[src/rtl/ctrl_reg_bank.sv]
// Multi-channel control register bank: per-channel CTRL / sticky STATUS / event COUNT
// plus a constant ID register, behind a simple single-cycle write / registered read bus.
module ctrl_reg_bank #(
    parameter int unsigned ADDR_WIDTH = 8,
    parameter int unsigned DATA_WIDTH = 32,
    parameter int unsigned NUM_CH     = 4,
    parameter int unsigned CTRL_WIDTH = 16,
    parameter int unsigned EVT_WIDTH  = 4,
    parameter logic [DATA_WIDTH-1:0] ID_VALUE = 32'h0000_A55A
) (
    input  logic                           clock,
    input  logic                           reset,
    input  logic [ADDR_WIDTH-1:0]          address,
    input  logic                           write_enable,
    input  logic [DATA_WIDTH-1:0]          write_data,
    input  logic                           read_enable,
    output logic [DATA_WIDTH-1:0]          read_data,
    output logic                           read_valid,
    output logic                           access_error,
    output logic [NUM_CH-1:0]              pipe_enable,
    output logic [NUM_CH*CTRL_WIDTH-1:0]   ctrl_out,
    input  logic [NUM_CH*EVT_WIDTH-1:0]    event_in,
    output logic                           irq
);

    localparam int unsigned CH_BITS  = (NUM_CH > 1) ? $clog2(NUM_CH) : 1;
    localparam int unsigned ST_WIDTH = EVT_WIDTH + 1;
    localparam logic [CTRL_WIDTH-1:0] CLEAR_BIT = CTRL_WIDTH'(2);

    typedef enum logic [1:0] {
        REG_CTRL   = 2'd0,
        REG_STATUS = 2'd1,
        REG_COUNT  = 2'd2,
        REG_RSVD   = 2'd3
    } reg_sel_t;

    logic [CTRL_WIDTH-1:0] ctrl        [NUM_CH];
    logic [ST_WIDTH-1:0]   status      [NUM_CH];
    logic [DATA_WIDTH-1:0] count       [NUM_CH];
    logic [ST_WIDTH-1:0]   status_next [NUM_CH];

    logic                  in_range;
    logic                  is_id;
    reg_sel_t              reg_sel;
    logic [CH_BITS-1:0]    ch_sel;
    logic [DATA_WIDTH-1:0] rd_value;
    logic                  rd_illegal;
    logic                  wr_illegal;
    logic [NUM_CH-1:0]     wr_ctrl;
    logic [NUM_CH-1:0]     wr_status;
    logic [NUM_CH-1:0]     cnt_clear;
    logic [NUM_CH-1:0]     cnt_wrap;
    logic [NUM_CH-1:0]     irq_terms;

    always_comb begin
        in_range = address < ADDR_WIDTH'(4 * NUM_CH);
        is_id    = address == ADDR_WIDTH'(4 * NUM_CH);
        reg_sel  = reg_sel_t'(address[1:0]);
        ch_sel   = address[2 +: CH_BITS];
    end

    // Read mux samples current state, so a same-cycle write is not visible to the read.
    always_comb begin
        rd_value   = '0;
        rd_illegal = 1'b1;
        if (in_range) begin
            case (reg_sel)
                REG_CTRL: begin
                    rd_value   = DATA_WIDTH'(ctrl[ch_sel]);
                    rd_illegal = 1'b0;
                end
                REG_STATUS: begin
                    rd_value   = DATA_WIDTH'(status[ch_sel]);
                    rd_illegal = 1'b0;
                end
                REG_COUNT: begin
                    rd_value   = count[ch_sel];
                    rd_illegal = 1'b0;
                end
                default: begin
                    rd_value   = '0;
                    rd_illegal = 1'b1;
                end
            endcase
        end else if (is_id) begin
            rd_value   = ID_VALUE;
            rd_illegal = 1'b0;
        end
        wr_illegal = !(in_range && (reg_sel == REG_CTRL || reg_sel == REG_STATUS));
    end

    always_comb begin
        wr_ctrl     = '0;
        wr_status   = '0;
        cnt_clear   = '0;
        cnt_wrap    = '0;
        irq_terms   = '0;
        pipe_enable = '0;
        ctrl_out    = '0;
        status_next = '{default: '0};
        for (int unsigned ch = 0; ch < NUM_CH; ch++) begin
            wr_ctrl[ch]   = write_enable && in_range && ch_sel == CH_BITS'(ch) && reg_sel == REG_CTRL;
            wr_status[ch] = write_enable && in_range && ch_sel == CH_BITS'(ch) && reg_sel == REG_STATUS;
            cnt_clear[ch] = wr_ctrl[ch] && write_data[1];
            cnt_wrap[ch]  = !cnt_clear[ch] && ctrl[ch][0] && (count[ch] == '1);
            // Set terms are OR'd after the W1C mask so a coincident set wins.
            status_next[ch] = (status[ch] & ~(wr_status[ch] ? write_data[ST_WIDTH-1:0] : '0))
                            | {cnt_wrap[ch], event_in[ch*EVT_WIDTH +: EVT_WIDTH]};
            irq_terms[ch]   = ctrl[ch][2] && (|status[ch]);
            pipe_enable[ch] = ctrl[ch][0];
            ctrl_out[ch*CTRL_WIDTH +: CTRL_WIDTH] = ctrl[ch];
        end
    end

    always_ff @(posedge clock or negedge reset) begin
        if (!reset) begin
            for (int unsigned ch = 0; ch < NUM_CH; ch++) begin
                ctrl[ch]   <= '0;
                status[ch] <= '0;
                count[ch]  <= '0;
            end
        end else begin
            for (int unsigned ch = 0; ch < NUM_CH; ch++) begin
                if (wr_ctrl[ch]) begin
                    ctrl[ch] <= write_data[CTRL_WIDTH-1:0] & ~CLEAR_BIT;
                end
                if (cnt_clear[ch]) begin
                    count[ch] <= '0;
                end else if (ctrl[ch][0]) begin
                    count[ch] <= count[ch] + DATA_WIDTH'(1);
                end
                status[ch] <= status_next[ch];
            end
        end
    end

    always_ff @(posedge clock or negedge reset) begin
        if (!reset) begin
            read_data    <= '0;
            read_valid   <= 1'b0;
            access_error <= 1'b0;
            irq          <= 1'b0;
        end else begin
            read_valid   <= read_enable;
            if (read_enable) begin
                read_data <= rd_value;
            end
            access_error <= (write_enable && wr_illegal) || (read_enable && rd_illegal);
            irq          <= |irq_terms;
        end
    end

endmodule

[config.mk]
export PLATFORM = sky130hd
export DESIGN_NAME = ctrl_reg_bank
export DESIGN_NICKNAME = d
export VERILOG_FILES = /design/src/rtl/ctrl_reg_bank.sv
export SDC_FILE = /design/constraint.sdc
export NUM_CORES = 1
export LEC_CHECK = 0
export BUFFER_PORTS_ARGS = -buffer_cell sky130_fd_sc_hd__buf_2
export CAP_MARGIN = 0
export CORE_MARGIN = 2
export CORE_UTILIZATION = 30
export DETAILED_ROUTE_END_ITERATION = 7
export REMOVE_ABC_BUFFERS = 1
export SLEW_MARGIN = 20
export SYNTH_ARGS = -nofsm -noshare
export SYNTH_HDL_FRONTEND = slang
export SYNTH_SLANG_ARGS = --single-unit
export TNS_END_PERCENT = 5
[constraint.sdc]
create_clock -name clock -period 2.38 [get_ports clock]
set_clock_uncertainty 0.05 [all_clocks]
set_input_delay 0.357 -clock clock [delete_from_list [all_inputs] [get_ports clock]]
set_output_delay 0.357 -clock clock [all_outputs]
set_load 0.02 [all_outputs]
==> flow_summary.yaml, run 1 <==
status:
  status: "finished, final reports clean"
synthesis:
  syn-cell-area_um2: 12770
  synth.area.mux_share_pct: 17.32
  synth_top_family_by_area: "simple AND/OR/NAND/NOR gates"
  ys_seq_area_share_pct: 47.62
  yosysUniqueCellTypes: 58
  yosys_warnings: 0
  synth_top_area_share_pct: 47.62
  synthCells: 1166
  yosysTopAreaCell: "dfrtp_1"
  synth_adder_area_share_pct: 0.3920
  yosys.area_share.xor_xnor_pct: 2.812
  ys_async_sr_fraction_pct: 100.0
  synth_simple_gate_area_share_pct: 18.16
  synth_compound_area_share_pct: 9.368
  yosys-top-cells-area: "dfrtp_1 (48%), mux4_2 (9.0%), mux2_2 (5.4%)"
  avgSynthCellArea_um2: 10.95
  ys_ff_latch: 243
  synthFlopType: "dfrtp_1"
  synth_edf_count: 0
final_layout:
  seq_area_um2: 6081
  final_area_um2: 15520
  nets: 1406
  multi_input_area_um2: 6157
  drive_gt1_share_pct: 27.39
  area_growth_syn_to_layout_pct: 21.58
  num-fill-cells: 4072
  stdcell_count: 1902
floorplanning:
  io_pins: 163
  die-area_um2: 44230
  fp-row-count: 75
  start_util_pct: 30.44
  die-height_um: 210.3
  core_um2: 41950
  dieWidth_um: 210.3
cts:
  numCtsBuffers: 28
  htree_levels: 1
  clk_path_buf_depth: 3
  clk_pin_slew_ns: 0.06
  cts_resized: 0
  postCtsSetupRepairBufs: 0
  cts_tree: "done"
  root_buffer: "clkbuf_16"
  cts_hold_buf: 17
  clkLatencyLatePin_ns: 0.57
  clkSinkCount: 243
sta:
  rsz0062_at_grt: "no"
  setup_ws_ns: 0.1397
  setup_viol: 0
  max_freq_mhz: 446.4
  period_share_pct: 94.13
  post-route-min-period_ns: 2.240
  drv_slew: 0
  hold-worst-slack_ns: 0.02834
  setup-tns-final_ns: 0
  max_slew_margin_pct: 62.57
  tightest_slew_ns: 0.5541
  finalHoldViolCount: 0
global_route:
  antenna_found_initial: 1
  grt_pass1_wl_mm: 60.24
  track_usage_pct: 17.30
  first_global_vias: 10140
  grt_max_degree: 63
  grt-ovfl-total: 0
place:
  dp_hpwl_mm: 27.84
  gp_congestion: 0.8233
  dp_worst_setup_slack_ns: 0.1391
  place_area_um2: 14370
  dpl.cell_count: 1834
  port_buffers: 142
flow_run:
  cap_violations: 0
critical_path:
  rrSetupSlack_ns: 0.14
  start_kind: "flip-flop"
  worstPathMaxFanout: 15
  critPathCaptureType: "flip-flop"
  required_ns: 2.82
  worstSetupPathType: "reg2reg"
  worst_ep_arrival_time_ns: 2.68
detailed_routing:
  dr.pass1.iters: 5
  post-route-drc-count: 0
  drt.antenna.violating_nets: 0
  routed_wirelength_mm: 38.20
  first_iter_violations: 771
  wire_per_inst_um: 20.09
  vias_per_cell: 5.422
  vias: 10310
power:
  ir_worst_vdd_uv: 582.0
  p_leak_nw: 6.841
  p_per_area_nw_per_um2: 934.2
min_path:
  hp-class: "in2reg"
-- worst max-delay path: stages, from the launching register on --
cell	delay, ns
dfrtp_1	0.40
ha_1	0.22
nand3_2	0.13
or4_4	0.69
or4_1	0.54
a21oi_1	0.16
-- cells in the mapped netlist (all sizes together) (2+ instances only) --
cell type,number
dfrtp,243
nand2,79
nand3,69
a21oi,62
mux2,61
nor2,61
mux4,52
clkbuf,45
or4,43
inv,40
nand4,37
buf,36
mux2i,35
o31ai,33
o21ai,31
or3,25
and3,22
nand2b,22
nor4,21
xor2,21
xnor2,20
o2bb2ai,19
a21o,16
and4,14
and2,7
nor2b,7
nor3,7
o221ai,5
o22ai,5
ha,4
o21a,4
a211o,2
a31oi,2
or2,2
-- sequential cells by signal (all words and copies together), names as in the netlist --
| name | count |
|---|---|
| irq | 1 |
| access_error | 1 |
| read_valid | 1 |
| ctrl_out | 60 |
| read_data | 32 |
| count | 128 |
| status | 20 |
-- logic make-up after synthesis --
group / after synthesis
and+or+nand+nor: 422
AOI/OAI and AO/OA: 186
adders and majority gates: 4
xor gates and xnor gates: 41
other: 1
DFF: 243
muxes: 148
buffers and inverters: 121
-- routing by layer --
metal | vias up | wire length, um | global-route usage (%)
met5 | - | 0 | 0
met4 | 0 | 1042 | 5.600
met3 | 58 | 1669 | 2.086
met2 | 266 | 18350 | 27.80
met1 | 5276 | 17140 | 24.37
li1 | 4713 | - | -
-- report_power, final --
group / total [W] / switching [W] / internal, W
logic: 0.00396 / 0.00231 / 0.00165
clock network: 0.00457 / 0.00175 / 0.00282
registers: 0.00598 / 0.00108 / 0.00489
-- cell usage in the layout, fill, tap and decap left out, drive strengths merged, types with 22 or more instances in the layout --
cell type  count
dfrtp        243
buf          207
nand2         79
nand3         69
a21oi         62
nor2          61
mux2          61
mux4          52
clkbuf        44
or4           43
inv           40
nand4         37
mux2i         35
o31ai         33
o21ai         31
or3           25
nand2b        22
and3          22
-- cell type report --
cell class | instances | share of cell area [%]
Clock buffer | 44 | 5.618
Timing Repair Buffer | 224 | 9.543
Multi-Input combinational cell | 805 | 39.66
Antenna cell | 1 | 0.01612
Tap cell | 539 | 4.344
Inverter | 40 | 0.9672
Sequential cell | 243 | 39.17
Clock inverter | 6 | 0.6770
-- metrics by stage --
step	utilization, %	power (W)
2_1_floorplan	-	0.008271
3_3_place_gp	34.27	0.009760
3_5_place_dp	34.27	0.009931
4_1_cts	37.00	0.01459
5_1_grt	37.00	0.01537
6_report	37.01	0.01450
-- final timing paths --
path | start | end | cells after the start
setup / recovery | count[64] | count[94] | 5
hold / removal | write_data[14] | ctrl_out[62] | 2
setup reg to reg | count[64] | count[94] | 5
hold reg to reg | read_data[26] | read_data[26] | 1
max in group asynchronous | reset | ctrl_out[59] | 3
min in group asynchronous | reset | read_data[19] | 2
No activity file was read; power rests on OpenSTA's default activity.
==> inputs of run 2 (changes only) <==
Settings changed: PLACE_DENSITY set to 0.57.
==> run 2 against run 1 <==
Effect of this change: non-clock buffer count increased by 5; combinational power barely moved; wire length grew 0.26%; die area stayed put; final cell count grew 0.37%; global-route usage up 0.21 points; cell area barely moved; power is 0.52% higher; critical path type unchanged; largest cell class unchanged.
==> flow_summary.yaml, run 2 (synthesized netlist as in run 1, its figures left out) <==
power:
  swShare_pct: 35.96
  p_leak_nw: 6.846
  p_int_w: 0.009336
  switchingPower_w: 0.005241
  pwr-share-seq_pct: 40.9
  combinationalPowerShare_pct: 27.2
  p_per_area_nw_per_um2: 939.2
  ir_worst_vdd_uv: 596.2
  clkPwrFrac_pct: 31.9
cts:
  cts_resized: 0
  cts_tree: "done"
  clk_path_buf_depth: 3
  postCtsSetupRepairBufs: 0
  clkSinkCount: 243
  numCtsBuffers: 29
  clkLatencyLatePin_ns: 0.56
  root_buffer: "clkbuf_16"
  clk_pin_slew_ns: 0.06
  htree_levels: 1
critical_path:
  start_kind: "flip-flop"
  required_ns: 2.81
  crit_end: "count[95]"
  critPathLaunch: "count[83]"
  rrSetupSlack_ns: 0.15
  worstPathMaxFanout: 10
  worstSetupPathType: "reg2reg"
  r2r-start: "count[83]"
  r2r_end: "count[95]"
  worstRegToRegCells: 4
  critPathCaptureType: "flip-flop"
  worst_ep_arrival_time_ns: 2.66
floorplanning:
  io_pins: 163
  core_um2: 41950
  die-height_um: 210.3
  die-area_um2: 44230
  dieWidth_um: 210.3
  start_util_pct: 30.44
  fp-row-count: 75
place:
  dp_hpwl_mm: 27.76
  port_buffers: 142
  gp_congestion: 0.8062
  dpl.cell_count: 1839
detailed_routing:
  post-route-drc-count: 0
  wire_per_inst_um: 20.06
  routed_wirelength_mm: 38.30
  first_iter_violations: 687
  vias: 10220
  vias_per_cell: 5.351
  dr.pass1.iters: 5
  drt.antenna.violating_nets: 0
global_route:
  grt_max_degree: 62
  track_usage_pct: 17.51
  grt-ovfl-total: 0
  first_global_vias: 10390
  antenna_found_initial: 0
  grt_pass1_wl_mm: 60.75
sta:
  setup_viol: 0
  hold-worst-slack_ns: 0.02733
  period_share_pct: 93.64
  drv_slew: 0
  max_freq_mhz: 448.7
  max_slew_margin_pct: 63.59
  tightest_slew_ns: 0.5461
  finalHoldViolCount: 0
  rsz0062_at_grt: "no"
  post-route-min-period_ns: 2.229
final_layout:
  num-fill-cells: 4098
  area_growth_syn_to_layout_pct: 21.56
  multi_input_area_um2: 6157
  largest_reg_flops: 128
  nets: 1412
  final_common_cell: "dfrtp_1"
  seq_area_um2: 6081
  diodes: 0
  max_flop_register: "count"
  stdcell_count: 1909
  layout_common_cells: "dfrtp_1 (243), buf_2 (140), nand2_1 (79)"
  drive_gt1_share_pct: 27.81
status:
  status: "finished, final reports clean"
min_path:
  hp-class: "in2reg"
  hold_path_startpoint: "write_data[10]"
flow_run:
  cap_violations: 0
run 2: area by class of cell:
cell class / instances / area share (%)
clock buffer: 42 / 5.441
multi-input combinational: 805 / 39.67
sequential: 243 / 39.18
clock inverter: 11 / 0.9351
timing repair buffer: 229 / 9.464
inverter: 40 / 0.9674
tap: 539 / 4.345
run 2: per-stage QoR:
step | setup WS (ns) | utilization, % | area [um^2] | power, W | TNS [ns]
after floorplan | -0.8968 | - | 12380 | 0.008271 | -125.34
after global placement | 0.1659 | 34.24 | 14360 | 0.009784 | 0
after detailed placement | 0.1486 | 34.24 | 14360 | 0.009939 | 0
after CTS | 0.1274 | 37.00 | 15520 | 0.01466 | 0
after global routing | 0.01944 | 37.00 | 15520 | 0.01547 | 0
final | 0.1513 | 37.00 | 15520 | 0.01458 | 0
run 2: how the worst min path moves through the flow:
stage / to / slack [ns] / cells after the start
after global placement: read_data[18] / 0.31 / 1
after global routing: ctrl_out[21] / 0.01 / 2
after detailed placement: read_data[18] / 0.32 / 1
after CTS: ctrl_out[28] / 0.008 / 2
final: ctrl_out[58] / 0.03 / 2
after floorplan: access_error / 0.01 / 0
run 2: per-layer routing:
metal,wire length [um],global-route usage (%),vias up
met4,1062,5.674,0
li1,-,-,4713
met2,18070,28.41,252
met5,0,0,-
met3,1780,2.175,59
met1,17390,24.39,5191
run 2: repair_timing:
action	in CTS	in global routing
hold endpoints to repair	72	0
endpoints found under the setup margin	0	3
hold buffers	17	0
run 2: power by group through the flow:
| stage | sequential [W] | clock [W] | combinational (W) |
|---|---|---|---|
| 2_1_floorplan | 0.00577 | 0 | 0.00250 |
| 3_3_place_gp | 0.00596 | 0 | 0.00382 |
| 3_5_place_dp | 0.00600 | 0 | 0.00394 |
| 4_1_cts | 0.00594 | 0.00474 | 0.00398 |
| 5_1_grt | 0.00610 | 0.00492 | 0.00445 |
| 6_report | 0.00597 | 0.00465 | 0.00396 |
run 2: critical path, stage by stage, from the launching register on:
cell	delay [ns]
dfrtp_1	0.49
nand4_2	0.20
or4_1	0.73
or4_1	0.52
a21oi_1	0.16
